## src/rtl/uart_rx_8n1_if.sv

```systemverilog
// uart_rx_8n1_if: receive-side bundle from the 8N1 UART receiver to the
// control path and status logic.
//   rcv        one-cycle strobe, data holds a freshly framed byte
//   data       last correctly framed byte (data_uart_t, LSB received first)
//   frame_err  one-cycle strobe, the stop bit sampled low
//   busy       receiver is somewhere other than IDLE
// Modports: master = receiver (drives everything), slave = consumer.
interface uart_rx_8n1_if;
  logic       rcv;
  logic [7:0] data;
  logic       frame_err;
  logic       busy;

  modport master (output rcv, output data, output frame_err, output busy);
  modport slave  (input rcv, input data, input frame_err, input busy);
endinterface

```

## src/rtl/uart_rx_8n1.sv

```systemverilog
// uart_rx_8n1: 8N1 asynchronous serial receiver with mid-bit sampling.
// Ports:
//   clk  system clock, rising edge
//   rst  asynchronous active-high reset
//   rx   serial line, idles high, asynchronous to clk
//   bus  uart_rx_8n1_if.master: rcv, data, frame_err, busy
// Parameter CLKS_PER_BIT: clock cycles per bit, even and >= 8.
module uart_rx_8n1 #(
  parameter int unsigned CLKS_PER_BIT = 5208
) (
  input  logic          clk,
  input  logic          rst,
  input  logic          rx,
  uart_rx_8n1_if.master bus
);

  localparam int unsigned CNT_W = $clog2(CLKS_PER_BIT);
  localparam logic [CNT_W-1:0] BIT_LAST  = CNT_W'(CLKS_PER_BIT - 1);
  localparam logic [CNT_W-1:0] HALF_LAST = CNT_W'(CLKS_PER_BIT / 2 - 1);

  typedef enum logic [2:0] {
    IDLE,
    START,
    DATA,
    STOP,
    WAIT_IDLE
  } state_t;

  state_t           state, state_nxt;
  logic [CNT_W-1:0] cnt, cnt_nxt;
  logic [2:0]       bit_idx, bit_idx_nxt;
  logic [7:0]       sh, sh_nxt;
  logic [7:0]       data_q, data_nxt;
  logic             rcv_q, rcv_nxt;
  logic             ferr_q, ferr_nxt;
  logic             busy_q;
  logic             rx_m, rx_s;

  // Two-flop synchronizer; resets to the idle line level.
  always_ff @(posedge clk or posedge rst) begin
    if (rst) begin
      rx_m <= 1'b1;
      rx_s <= 1'b1;
    end else begin
      rx_m <= rx;
      rx_s <= rx_m;
    end
  end

  always_ff @(posedge clk or posedge rst) begin
    if (rst) begin
      state   <= IDLE;
      cnt     <= '0;
      bit_idx <= '0;
      sh      <= '0;
      data_q  <= '0;
      rcv_q   <= 1'b0;
      ferr_q  <= 1'b0;
      busy_q  <= 1'b0;
    end else begin
      state   <= state_nxt;
      cnt     <= cnt_nxt;
      bit_idx <= bit_idx_nxt;
      sh      <= sh_nxt;
      data_q  <= data_nxt;
      rcv_q   <= rcv_nxt;
      ferr_q  <= ferr_nxt;
      // Registered from the next state so busy tracks state != IDLE exactly.
      busy_q  <= (state_nxt != IDLE);
    end
  end

  always_comb begin
    state_nxt   = state;
    cnt_nxt     = cnt;
    bit_idx_nxt = bit_idx;
    sh_nxt      = sh;
    data_nxt    = data_q;
    rcv_nxt     = 1'b0;
    ferr_nxt    = 1'b0;

    unique case (state)
      IDLE: begin
        if (!rx_s) begin
          state_nxt = START;
          cnt_nxt   = '0;
        end
      end

      START: begin
        // Half a bit in: confirm the start bit is still low.
        if (cnt == HALF_LAST) begin
          cnt_nxt     = '0;
          bit_idx_nxt = '0;
          state_nxt   = rx_s ? IDLE : DATA;
        end else begin
          cnt_nxt = cnt + CNT_W'(1);
        end
      end

      DATA: begin
        if (cnt == BIT_LAST) begin
          sh_nxt      = {rx_s, sh[7:1]};
          cnt_nxt     = '0;
          bit_idx_nxt = bit_idx + 3'd1;
          if (bit_idx == 3'd7) begin
            state_nxt = STOP;
          end
        end else begin
          cnt_nxt = cnt + CNT_W'(1);
        end
      end

      STOP: begin
        // Deciding mid stop bit puts us back in IDLE half a bit early,
        // so a start edge right after the stop bit is never missed.
        if (cnt == BIT_LAST) begin
          cnt_nxt = '0;
          if (rx_s) begin
            data_nxt  = sh;
            rcv_nxt   = 1'b1;
            state_nxt = IDLE;
          end else begin
            ferr_nxt  = 1'b1;
            state_nxt = WAIT_IDLE;
          end
        end else begin
          cnt_nxt = cnt + CNT_W'(1);
        end
      end

      WAIT_IDLE: begin
        // Hold off through a break so a low line cannot start bogus frames.
        if (rx_s) begin
          state_nxt = IDLE;
        end
      end

      default: begin
        state_nxt = IDLE;
      end
    endcase
  end

  assign bus.rcv       = rcv_q;
  assign bus.data      = data_q;
  assign bus.frame_err = ferr_q;
  assign bus.busy      = busy_q;

endmodule

```

## src/flat_wrapper.sv

```systemverilog
// flat-port wrapper written by rule: the top's interface ports become plain ports
module uart_rx_8n1_flat 
#(
  parameter int unsigned CLKS_PER_BIT = 5208
)
  (clk, rst, rx, bus_rcv, bus_data, bus_frame_err, bus_busy);
  uart_rx_8n1_if bus_i ();
  input  logic clk;
  input  logic rst;
  input  logic rx;
  output wire logic [$bits(bus_i.rcv)-1:0] bus_rcv;
  output wire logic [$bits(bus_i.data)-1:0] bus_data;
  output wire logic [$bits(bus_i.frame_err)-1:0] bus_frame_err;
  output wire logic [$bits(bus_i.busy)-1:0] bus_busy;
  assign bus_rcv = bus_i.rcv;
  assign bus_data = bus_i.data;
  assign bus_frame_err = bus_i.frame_err;
  assign bus_busy = bus_i.busy;
  uart_rx_8n1 #(.CLKS_PER_BIT(CLKS_PER_BIT)) u_core (.clk(clk), .rst(rst), .rx(rx), .bus(bus_i));
endmodule
```

## config.mk

```make
export PLATFORM = sky130hd
export DESIGN_NAME = uart_rx_8n1_flat
export DESIGN_NICKNAME = d
export VERILOG_FILES = /design/src/rtl/uart_rx_8n1_if.sv /design/src/rtl/uart_rx_8n1.sv /design/src/flat_wrapper.sv
export SDC_FILE = /design/constraint.sdc
export NUM_CORES = 1
export LEC_CHECK = 0
export ABC_AREA = 1
export BUFFER_PORTS_ARGS = -buffer_cell sky130_fd_sc_hd__buf_2
export CORE_ASPECT_RATIO = 1.4
export CORE_MARGIN = 3
export CORE_UTILIZATION = 47
export DETAILED_ROUTE_END_ITERATION = 8
export PLACE_DENSITY_LB_ADDON = 0.25
export SLEW_MARGIN = 20
export SYNTH_ARGS = -nofsm -noshare
export SYNTH_HDL_FRONTEND = slang
export SYNTH_SLANG_ARGS = --single-unit
```

## constraint.sdc

```tcl
create_clock -name clk -period 4 [get_ports clk]
set_input_delay 0 -clock clk [delete_from_list [all_inputs] [get_ports clk]]
set_output_delay 0 -clock clk [all_outputs]
set_load 0.005 [all_outputs]
```

==> results of run 1 <==
## registers in the layout (all words and copies together), names as in the netlist
| name | cells |
|---|---|
| u_core.bus.rcv | 1 |
| u_core.bus.busy | 1 |
| u_core.bit_idx | 3 |
| u_core.bus.data | 8 |
| u_core.bus.frame_err | 1 |
| u_core.rx_s | 1 |
| u_core.rx_m | 1 |
| u_core.sh | 8 |
| u_core.cnt | 13 |
| u_core.state | 3 |
## repair_timing
action | 4_1_cts | 5_1_grt
hold buffers | 2 | 0
gates resized for setup | 0 | 0
endpoints found under the hold margin | 39 | 0
setup buffers | 0 | 0
## per-stage QoR
stage	worst slack (ns)	instance area [µm²]	utilization, %	power (µW)	cells
after floorplan	2.55	2000	-	422	248
after global placement	2.30	2100	52.3	426	302
after detailed placement	2.24	2100	52.3	427	302
after CTS	2.24	2230	55.4	747	312
after global routing	2.02	2230	55.4	768	312
final	2.25	2230	55.4	737	312
## worst paths after layout
kind | to | slack, ns | cells after the start
max in group asynchronous | u_core.rx_m | 3.26 | 4
max | u_core.bit_idx[0] | 2.25 | 10
min in group asynchronous | u_core.cnt[5] | 0.37 | 4
min reg2reg | u_core.rx_s | 0.36 | 0
max reg2reg | u_core.bit_idx[0] | 2.25 | 10
min | u_core.rx_m | 0.36 | 2
## area by class of cell
cell class                      count  area share, %
Clock buffer                        6           3.26
Sequential cell                    40           45.0
Timing Repair Buffer               16           4.15
Clock inverter                      2           1.57
Inverter                           37           6.34
Tap cell                           43           2.41
Multi-Input combinational cell    168           37.2
## metal layers
layer / up-vias / wire length [µm] / track usage [%]
met5: - / 0 / 0
met1: 701 / 1730 / 23.7
met2: 36 / 1810 / 25.8
met4: 0 / 83 / 7.10
met3: 8 / 151 / 3.58
li1: 811 / - / -
## cells in the final DEF (no fill, tap or decap)
cell type and n:
nor2_1 29, o21ai_4 1, nand3b_1 1, nor2_4 3, nand3_1 20, nand2_2 4
o21ai_0 8, inv_4 1, xor2_1 3, nand4_1 4, clkinv_2 1, inv_1 30
o21ai_1 15, dfstp_2 2, bufinv_16 1, clkbuf_8 5, dlygate4sd3_1 2, clkbuf_1 1
inv_2 6, and3_1 1, ha_1 3, nand4_4 1, nand2_1 68, nand3_2 1
nor2_2 3, o211ai_1 1, nor4_1 1, dfrtp_1 38, xnor2_1 1, buf_4 1
buf_2 13
## critical path: cells and delay by family, from the launching register on
| family | cells | cell delay (ns) |
|---|---|---|
| compound gates | 1 | 0.05 |
| fa+ha+maj | 1 | 0.23 |
| simple gates | 7 | 0.92 |
| buf+inv | 1 | 0.06 |
| flops | 1 | 0.37 |
## cells by family after synthesis
group | after synthesis | synth area share, %
AND/OR/NAND/NOR | 136 | 30.9
buffers and inverters | 40 | 8.44
flip-flops | 40 | 50.1
AO/OA/AOI/OAI | 25 | 6.94
XOR/XNOR | 4 | 1.75
adder cells (fa/ha/maj) | 3 | 1.88
## power breakdown
group          switching [µW]  internal, µW
Combinational            8.99          3.03
Sequential               1.46           406
Clock                     132           185
==> reports/metrics.yaml, run 1 <==
run_status:
  status: "finished, final reports clean"
place:
  numPortBuffers: 13
  gp_congestion: 0.892
  hpwlAfterDp_um: 2790
sta:
  slew_headroom_pct: 66.5
  fin_crit_sh_pct: 43.7
  hold_viol: 0
  min_period_ns: 1.75
  rsz0062_at_grt: "no"
  setup_viol: 0
  slew_violations: 0
  fin_tns_setup_ns: 0
  fmax_mhz: 572
  max_slew.worst_pin.slew_ns: 0.502
  skew_ns: 0.00350
  whs_ns: 0.357
route:
  remaining_drc_errors: 0
  ant_nets: 0
  initialDrtViolationCount: 48
  drt_wl_total_um: 3770
  first_pass_iters: 4
  num_vias: 1556
  wl_per_cell_um: 12.1
  vias_per_cell: 4.99
critical_path:
  worstSetupPathType: "reg2reg"
  critPathMaxFanout: 20
  crit_chain: "ha_1 > nand2_2 > inv_2 > nand2_1 > nor2_4 > nand3_2 > nand2_2 > nand2_2 > nand2_1 > o21ai_1"
  end_kind: "register"
  slowest_delay_ns: 0.37
  reg2reg_from: "u_core.cnt[0]"
  cp.arrival_ns: 1.92
  startpoint: "u_core.cnt[0]"
  required_ns: 4.17
  cp_common_cell: "nand2_2"
  setup.worst_path.start_class: "register"
  slowest_stage: "dfrtp_1"
pwr:
  ir_worst_vdd_mv: 0.231
  power_leakage_uw: 0.00109
  power_density_nw_per_um2: 331
clocking:
  cts_tree: "built"
  cts_buffer_depth: 2
  cts_root_buf: "clkbuf_8"
  clk_pin_slew_worst_paths_ns: 0.07
  cts_made_buffers: 5
  cts_htree_levels: 2
  insertion_delay_ns: 0.28
  clock-sinks: 40
logic_synthesis:
  yosysUniqueCellTypes: 26
  synth_edf_count: 0
  synth_common_cells: "68 x nand2_1, 38 x dfrtp_1, 30 x inv_1"
  synth_area_leaders: "dfrtp_1 48%, nand2_1 13%, inv_1 5.6%"
  yosysMostFrequentCell: "nand2_1"
  synth-seq-cells: 40
  async_flop_share_pct: 100
  ys.flop_type: "dfrtp_1"
  synth_area_leader_cell: "dfrtp_1"
  ys_warn_count: 0
  synth_fp_nets: 254
  ys_seq_area_share_pct: 50.1
  synth_area_um2: 2000
  synth_cells: 248
  avgSynthCellArea_um2: 8.07
  synth_top_cell_area_share_pct: 47.5
floorplan:
  die_h_um: 83.2
  fp.coreArea_um2: 4020
  fp.dieW_um: 61.2
  io_pins: 14
  fp-row-count: 27
  start_util_pct: 49.8
  dieArea_um2: 5090
finish:
  multi_input_area_um2: 830
  diodes: 0
  fill_cells: 378
  drive_above_1_share_pct: 16.0
  area.growth.synth_to_final_pct: 11.3
  ff_latch_area_um2: 1000
  nets: 274
global_route:
  grt_max_degree: 41
  grt_pass1_vias: 1528
  overflow: 0
  antenna_found_initial: 0
  grtUsageTotal_pct: 17.2
  grt_pass1_wl_um: 6800
hold_path:
  min_path_type: "in2reg"
  min_from: "rx"
job:
  max-cap-violations: 0
Power figures use the tool's default switching activity.
==> inputs of run 2 (changes only) <==
- clock period: 4 -> 1.69 ns (I/O delays scaled with it)
==> run 2 against run 1 <==
  * Cell area increased by 6.3%
  * Non-clock buffer count up 9
  * Routed wire length rose by 16%
  * Sequential share of layout area fell by 2.7 points
  * Via count rose by 10%
  * Clock power is 94% higher
  * Final cell count is 3.2% higher
  * Total power grew 120%
  * Largest cell class unchanged
  * Highest routed layer unchanged
==> reports/metrics.yaml, run 2 (synthesis gave the netlist of run 1 again) <==
run_status:
  status: "finished, final reports clean"
critical_path:
  worstSetupPathType: "reg2reg"
  cp_common_cell: "nor2_1"
  reg2reg_from: "u_core.cnt[1]"
  rr_endpoint: "u_core.cnt[9]"
  end_kind: "register"
  startpoint: "u_core.cnt[1]"
  cp.arrival_ns: 1.77  # -0.15 ns
  crit_chain: "ha_4 > nand2_4 > nor2_1 > nand3_1 > nand2_1 > nand2_2 > nor2_4 > nor2_1"
  reg2reg_setup_slack_ns: 0.10  # -2.15 ns
  critPathMaxFanout: 8  # -60%
  setup.worst_path.start_class: "register"
  required_ns: 1.87  # -2.30 ns
  reg2reg_depth: 8  # -2
  slowest_delay_ns: 0.42  # +0.05 ns
  slowest_stage: "dfrtp_1"
floorplan:
  fp.dieW_um: 61.2  # unchanged
  io_pins: 14  # unchanged
  fp.coreArea_um2: 4020  # unchanged
  dieArea_um2: 5090  # unchanged
  start_util_pct: 49.8  # unchanged
  fp-row-count: 27  # unchanged
  die_h_um: 83.2  # unchanged
route:
  num_vias: 1715  # +10%
  first_pass_iters: 4  # unchanged
  initialDrtViolationCount: 66  # +38%
  drt_wl_total_um: 4390  # +16%
  vias_per_cell: 5.33  # +6.8%
  remaining_drc_errors: 0  # unchanged
  ant_nets: 0  # unchanged
  wl_per_cell_um: 13.6  # +13%
sta:
  fmax_mhz: 629  # +10%
  slew_violations: 0  # unchanged
  setup_viol: 0  # unchanged
  hold_viol: 0  # unchanged
  slew_headroom_pct: 67.7  # +1.2 points
  min_period_ns: 1.59  # -0.160 ns
  fin_crit_sh_pct: 94.1  # +50 points
  skew_ns: 0.00806  # +0.00456 ns
  max_slew.worst_pin.slew_ns: 0.484  # -0.0180 ns
place:
  numPortBuffers: 13  # unchanged
  place_area_um2: 2140  # +2.0%
  gp_congestion: 0.905  # +1.4%
  hpwlAfterDp_um: 3030  # +8.5%
finish:
  fin_util_pct: 58.9  # +3.5 points
  layout_commonest_cell: "nand2_1"
  largest_register_ff_count: 13  # unchanged
  post-route-cell-area_um2: 2370  # +6.3%
  diodes: 0  # unchanged
  drive_above_1_share_pct: 22.2  # +6.2 points
  top_register: "u_core.cnt"
  nets: 284  # +3.6%
  area.growth.synth_to_final_pct: 18.4
  final_cell_mix: "66 x nand2_1, 38 x dfrtp_1, 29 x inv_1"
clocking:
  cts_root_buf: "clkbuf_8"
  cts_htree_levels: 2  # unchanged
  clk_pin_slew_worst_paths_ns: 0.08  # about the same
  insertion_delay_ns: 0.29  # about the same
  clock-sinks: 40  # unchanged
  cts_tree: "built"
  cts_made_buffers: 5  # unchanged
  cts_buffer_depth: 2  # unchanged
pwr:
  power_leakage_uw: 0.00116  # +6.6%
  ir_worst_vdd_mv: 0.659  # +190%
  finalPower_uw: 1610  # +120%
  power_density_nw_per_um2: 680  # +110%
hold_path:
  min_path_cells: 2  # unchanged
  min_path_type: "in2reg"
  min_from: "rx"
  min_to: "u_core.rx_m"
global_route:
  overflow: 0  # unchanged
  grt_pass1_vias: 1684  # +10%
  grtUsageTotal_pct: 19.3  # +2.0 points
  grt_pass1_wl_um: 7490  # +10%
  antenna_found_initial: 0  # unchanged
  grt_max_degree: 41  # unchanged
job:
  max-cap-violations: 0  # unchanged
-- run 2: how the worst max path moves through the flow --
stage / end / slack (ns)
floorplan: u_core.bit_idx[0] / 0.24
global placement: u_core.sh[7] / 0.14
detailed placement: u_core.sh[5] / 0.10
CTS: u_core.sh[7] / 0.08
global route: u_core.cnt[9] / -0.02
finish: u_core.cnt[9] / 0.10
-- run 2: layer usage --
layer / wire length (µm) / part of all wire, % / vias up / GRT usage, %
li1: - / - / 840 / -
met1: 1860 / 42 / 831 / 24.9
met2: 2330 / 53 / 32 / 30.3
met3: 83 / 1.9 / 12 / 3.73
met4: 112 / 2.6 / 0 / 8.48
met5: 0 / 0 / - / 0
-- run 2: worst max-delay path: cells and delay by family (launching register included) --
family	cells	cell delay (ns)
adders and majority gates	1	0.18
DFF	1	0.42
and+or+nand+nor	7	0.90
-- run 2: power by group --
group	switching [µW]	internal [µW]	total, µW
registers	1.34	961	962
logic	24.5	8.91	33.4
clock network	328	288	616
total	354	1260	1610
-- run 2: stage by stage --
stage | setup slack, ns | std cells | TNS, ns | hold slack [ns]
floorplan | 0.242 | 248 | 0 | 0.00448
global placement | 0.135 | 306 | 0 | 0.106
detailed placement | 0.103 | 306 | 0 | 0.107
CTS | 0.0782 | 316 | 0 | 0.354
global route | -0.0227 | 322 | -0.0439 | 0.356
finish | 0.100 | 322 | 0 | 0.354
-- run 2: layout make-up --
class | instances | area (µm²)
clock buffers | 6 | 72.6
clock inverters | 2 | 12.5
fillers | 343 | 1650
inverters | 37 | 141
multi-input cells | 169 | 897
flip-flops and latches | 40 | 1000
well taps | 43 | 53.8
repair buffers | 25 | 189
-- run 2: repair_timing --
item / CTS / global route
setup endpoints to repair: 0 / 27
resized for setup: 0 / 18
hold buffers: 2 / 0
setup buffers: 0 / 5
hold endpoints to repair: 39 / 0
==> inputs of run 3 (changes only) <==
- ABC_CLOCK_PERIOD_IN_PS: unset -> 1690
- MAX_ROUTING_LAYER: unset -> met4
- PLACE_DENSITY: unset -> 0.76
- PLACE_DENSITY_LB_ADDON: 0.25 -> unset
==> run 3 against run 2 <==
  * Total power up 2.0%
  * Combinational power fell by 5%
  * Cell area down 5.5%
  * Global-route usage fell by 0.34 points
  * Highest routed layer unchanged
  * Non-clock buffer count down 6
  * First-iteration DRC count shrank 35%
  * Clock-buffer cell count is the same
  * Via count fell by 6.8%
==> reports/metrics.yaml, run 3 (synthesis gave the netlist of run 1 again) <==
pwr:
  pwr-share-clk_pct: 39.6  # +1.4 points
  power_leakage_uw: 0.00110  # -5.5%
  p_comb_share_pct: 1.9  # -0.2 points
  switching_share_pct: 21.2  # -0.71 points
  seqPwrFrac_pct: 58.5  # -1.2 points
  ir_worst_vdd_mv: 0.640  # -2.9%
  switchingPower_uw: 349  # -1.3%
  intPower_uw: 1300  # +3.0%
  power_density_nw_per_um2: 735  # +8.0%
  finalPower_uw: 1640  # +2.0%
finish:
  layout_commonest_cell: "nand2_1"
  fill_cells: 380  # +11%
  final_cell_mix: "68 x nand2_1, 38 x dfrtp_1, 30 x inv_1"
  diodes: 0  # unchanged
  finalNonFillerCells: 315  # -2.2%
  nets: 277  # -2.5%
  area.growth.synth_to_final_pct: 11.8
  drive_above_1_share_pct: 17.6  # -4.6 points
  largest_register_ff_count: 13  # unchanged
  top_register: "u_core.cnt"
  post-route-cell-area_um2: 2240  # -5.5%
sta:
  skew_ns: 0.00857  # +0.000506 ns
  max_slew.worst_pin.slew_ns: 0.486  # +0.00183 ns
  min_period_ns: 1.55  # -0.0348 ns
  fin_crit_sh_pct: 92.0  # -2.1 points
  rsz0062_at_grt: "yes"
  hold_viol: 0  # unchanged
  fin_tns_setup_ns: 0  # unchanged
  setup_viol: 0  # unchanged
  fmax_mhz: 643  # +2.2%
  slew_headroom_pct: 67.6  # -0.12 points
  whs_ns: 0.359  # +0.00562 ns
  slew_violations: 0  # unchanged
critical_path:
  end_kind: "register"
  worstSetupPathType: "reg2reg"
  slowest_delay_ns: 0.37  # -0.05 ns
  setup.worst_path.start_class: "register"
  cp.arrival_ns: 1.73  # -0.04 ns
  required_ns: 1.86  # about the same
  slowest_stage: "dfrtp_1"
  crit_chain: "ha_2 > nand2_2 > inv_2 > nand2_1 > nor2_4 > nand3_2 > buf_4 > nand2_1 > o21ai_0"
  cp_common_cell: "nand2_1"
  crit_buf_inv: 2  # +2
  critPathMaxFanout: 19  # +11
  critPathTopFamily: "simple AND/OR/NAND/NOR gates"
floorplan:
  start_util_pct: 49.8  # unchanged
  die_h_um: 83.2  # unchanged
  fp.coreArea_um2: 4020  # unchanged
  fp-row-count: 27  # unchanged
  io_pins: 14  # unchanged
  dieArea_um2: 5090  # unchanged
  fp.dieW_um: 61.2  # unchanged
global_route:
  grt_max_degree: 41  # unchanged
  antenna_found_initial: 0  # unchanged
  grt_pass1_vias: 1687  # +0.18%
  grtUsageTotal_pct: 18.9  # -0.34 points
  grt_pass1_wl_um: 7200  # -4.0%
  overflow: 0  # unchanged
route:
  first_pass_iters: 4  # unchanged
  num_vias: 1598  # -6.8%
  wl_per_cell_um: 12.8  # -6.1%
  initialDrtViolationCount: 43  # -35%
  ant_nets: 0  # unchanged
  remaining_drc_errors: 0  # unchanged
  vias_per_cell: 5.07  # -4.8%
  drt_wl_total_um: 4030  # -8.2%
clocking:
  cts_root_buf: "clkbuf_8"
  clock-sinks: 40  # unchanged
  cts_buffer_depth: 2  # unchanged
  cts_tree: "built"
  cts_htree_levels: 2  # unchanged
  clk_pin_slew_worst_paths_ns: 0.08  # about the same
  cts_made_buffers: 5  # unchanged
  insertion_delay_ns: 0.29  # about the same
run_status:
  status: "finished, final reports clean"
place:
  place_area_um2: 2120  # -0.93%
  dp.cells: 305  # -0.33%
  numPortBuffers: 13  # unchanged
  gp_congestion: 0.941  # +4.0%
  hpwlAfterDp_um: 2930  # -3.3%
hold_path:
  min_path_type: "in2async"
job:
  max-cap-violations: 0  # unchanged
==> run 3: metrics by stage <==
step	utilization, %	setup slack, ns
2_1_floorplan	-	0.242
5_1_grt	55.7	-0.0256
3_3_place_gp	52.8	0.158
6_report	55.7	0.135
4_1_cts	55.6	0.109
3_5_place_dp	52.8	0.124
==> run 3: final timing paths <==
check	cells past startpoint	start	to	slack, ns
max	9	u_core.cnt[1]	u_core.sh[7]	0.14
max in group asynchronous	4	rst	u_core.rx_s	0.95
max reg2reg	9	u_core.cnt[1]	u_core.sh[7]	0.14
min in group clk	2	rx	u_core.rx_m	0.36
min reg2reg	0	u_core.rx_m	u_core.rx_s	0.36
min	4	rst	u_core.cnt[9]	0.36
==> run 3: final cells by class <==
type | count | area, µm² | area share, %
Multi-Input combinational cell | 168 | 832 | 37.2
Timing Repair Buffer | 19 | 115 | 5.14
Sequential cell | 40 | 1000 | 44.8
Clock buffer | 6 | 82.6 | 3.69
Tap cell | 43 | 53.8 | 2.40
Clock inverter | 2 | 10.0 | 0.447
Inverter | 37 | 141 | 6.32
==> run 3: power groups by stage <==
stage	combinational, µW	sequential (µW)	clock (µW)
CTS	33.3	962	663
global route	36.8	962	715
global placement	29.5	981	0
floorplan	16.7	982	0
finish	31.6	962	650
detailed placement	29.7	981	0
==> run 3: repair_timing <==
action | 4_1_cts | 5_1_grt
buffers inserted | 0 | 0
hold endpoints to repair | 39 | 0
resized for setup | 0 | 1
hold buffers | 2 | 0
setup endpoints to repair | 0 | 12
==> run 3: worst register-to-register path, delay by kind of cell, from the launching register on <==
| family | cells | cell delay (ns) |
|---|---|---|
| buffers and inverters | 2 | 0.28 |
| AOI/OAI and AO/OA | 1 | 0.08 |
| DFF | 1 | 0.37 |
| adders and majority gates | 1 | 0.21 |
| and+or+nand+nor | 5 | 0.49 |
==> run 3: metal layers <==
| layer | GRT usage (%) | routed length, µm |
|---|---|---|
| met2 | 30.5 | 2080 |
| met3 | 3.11 | 125 |
| met5 | - | 0 |
| met1 | 22.8 | 1770 |
| met4 | 7.69 | 50 |
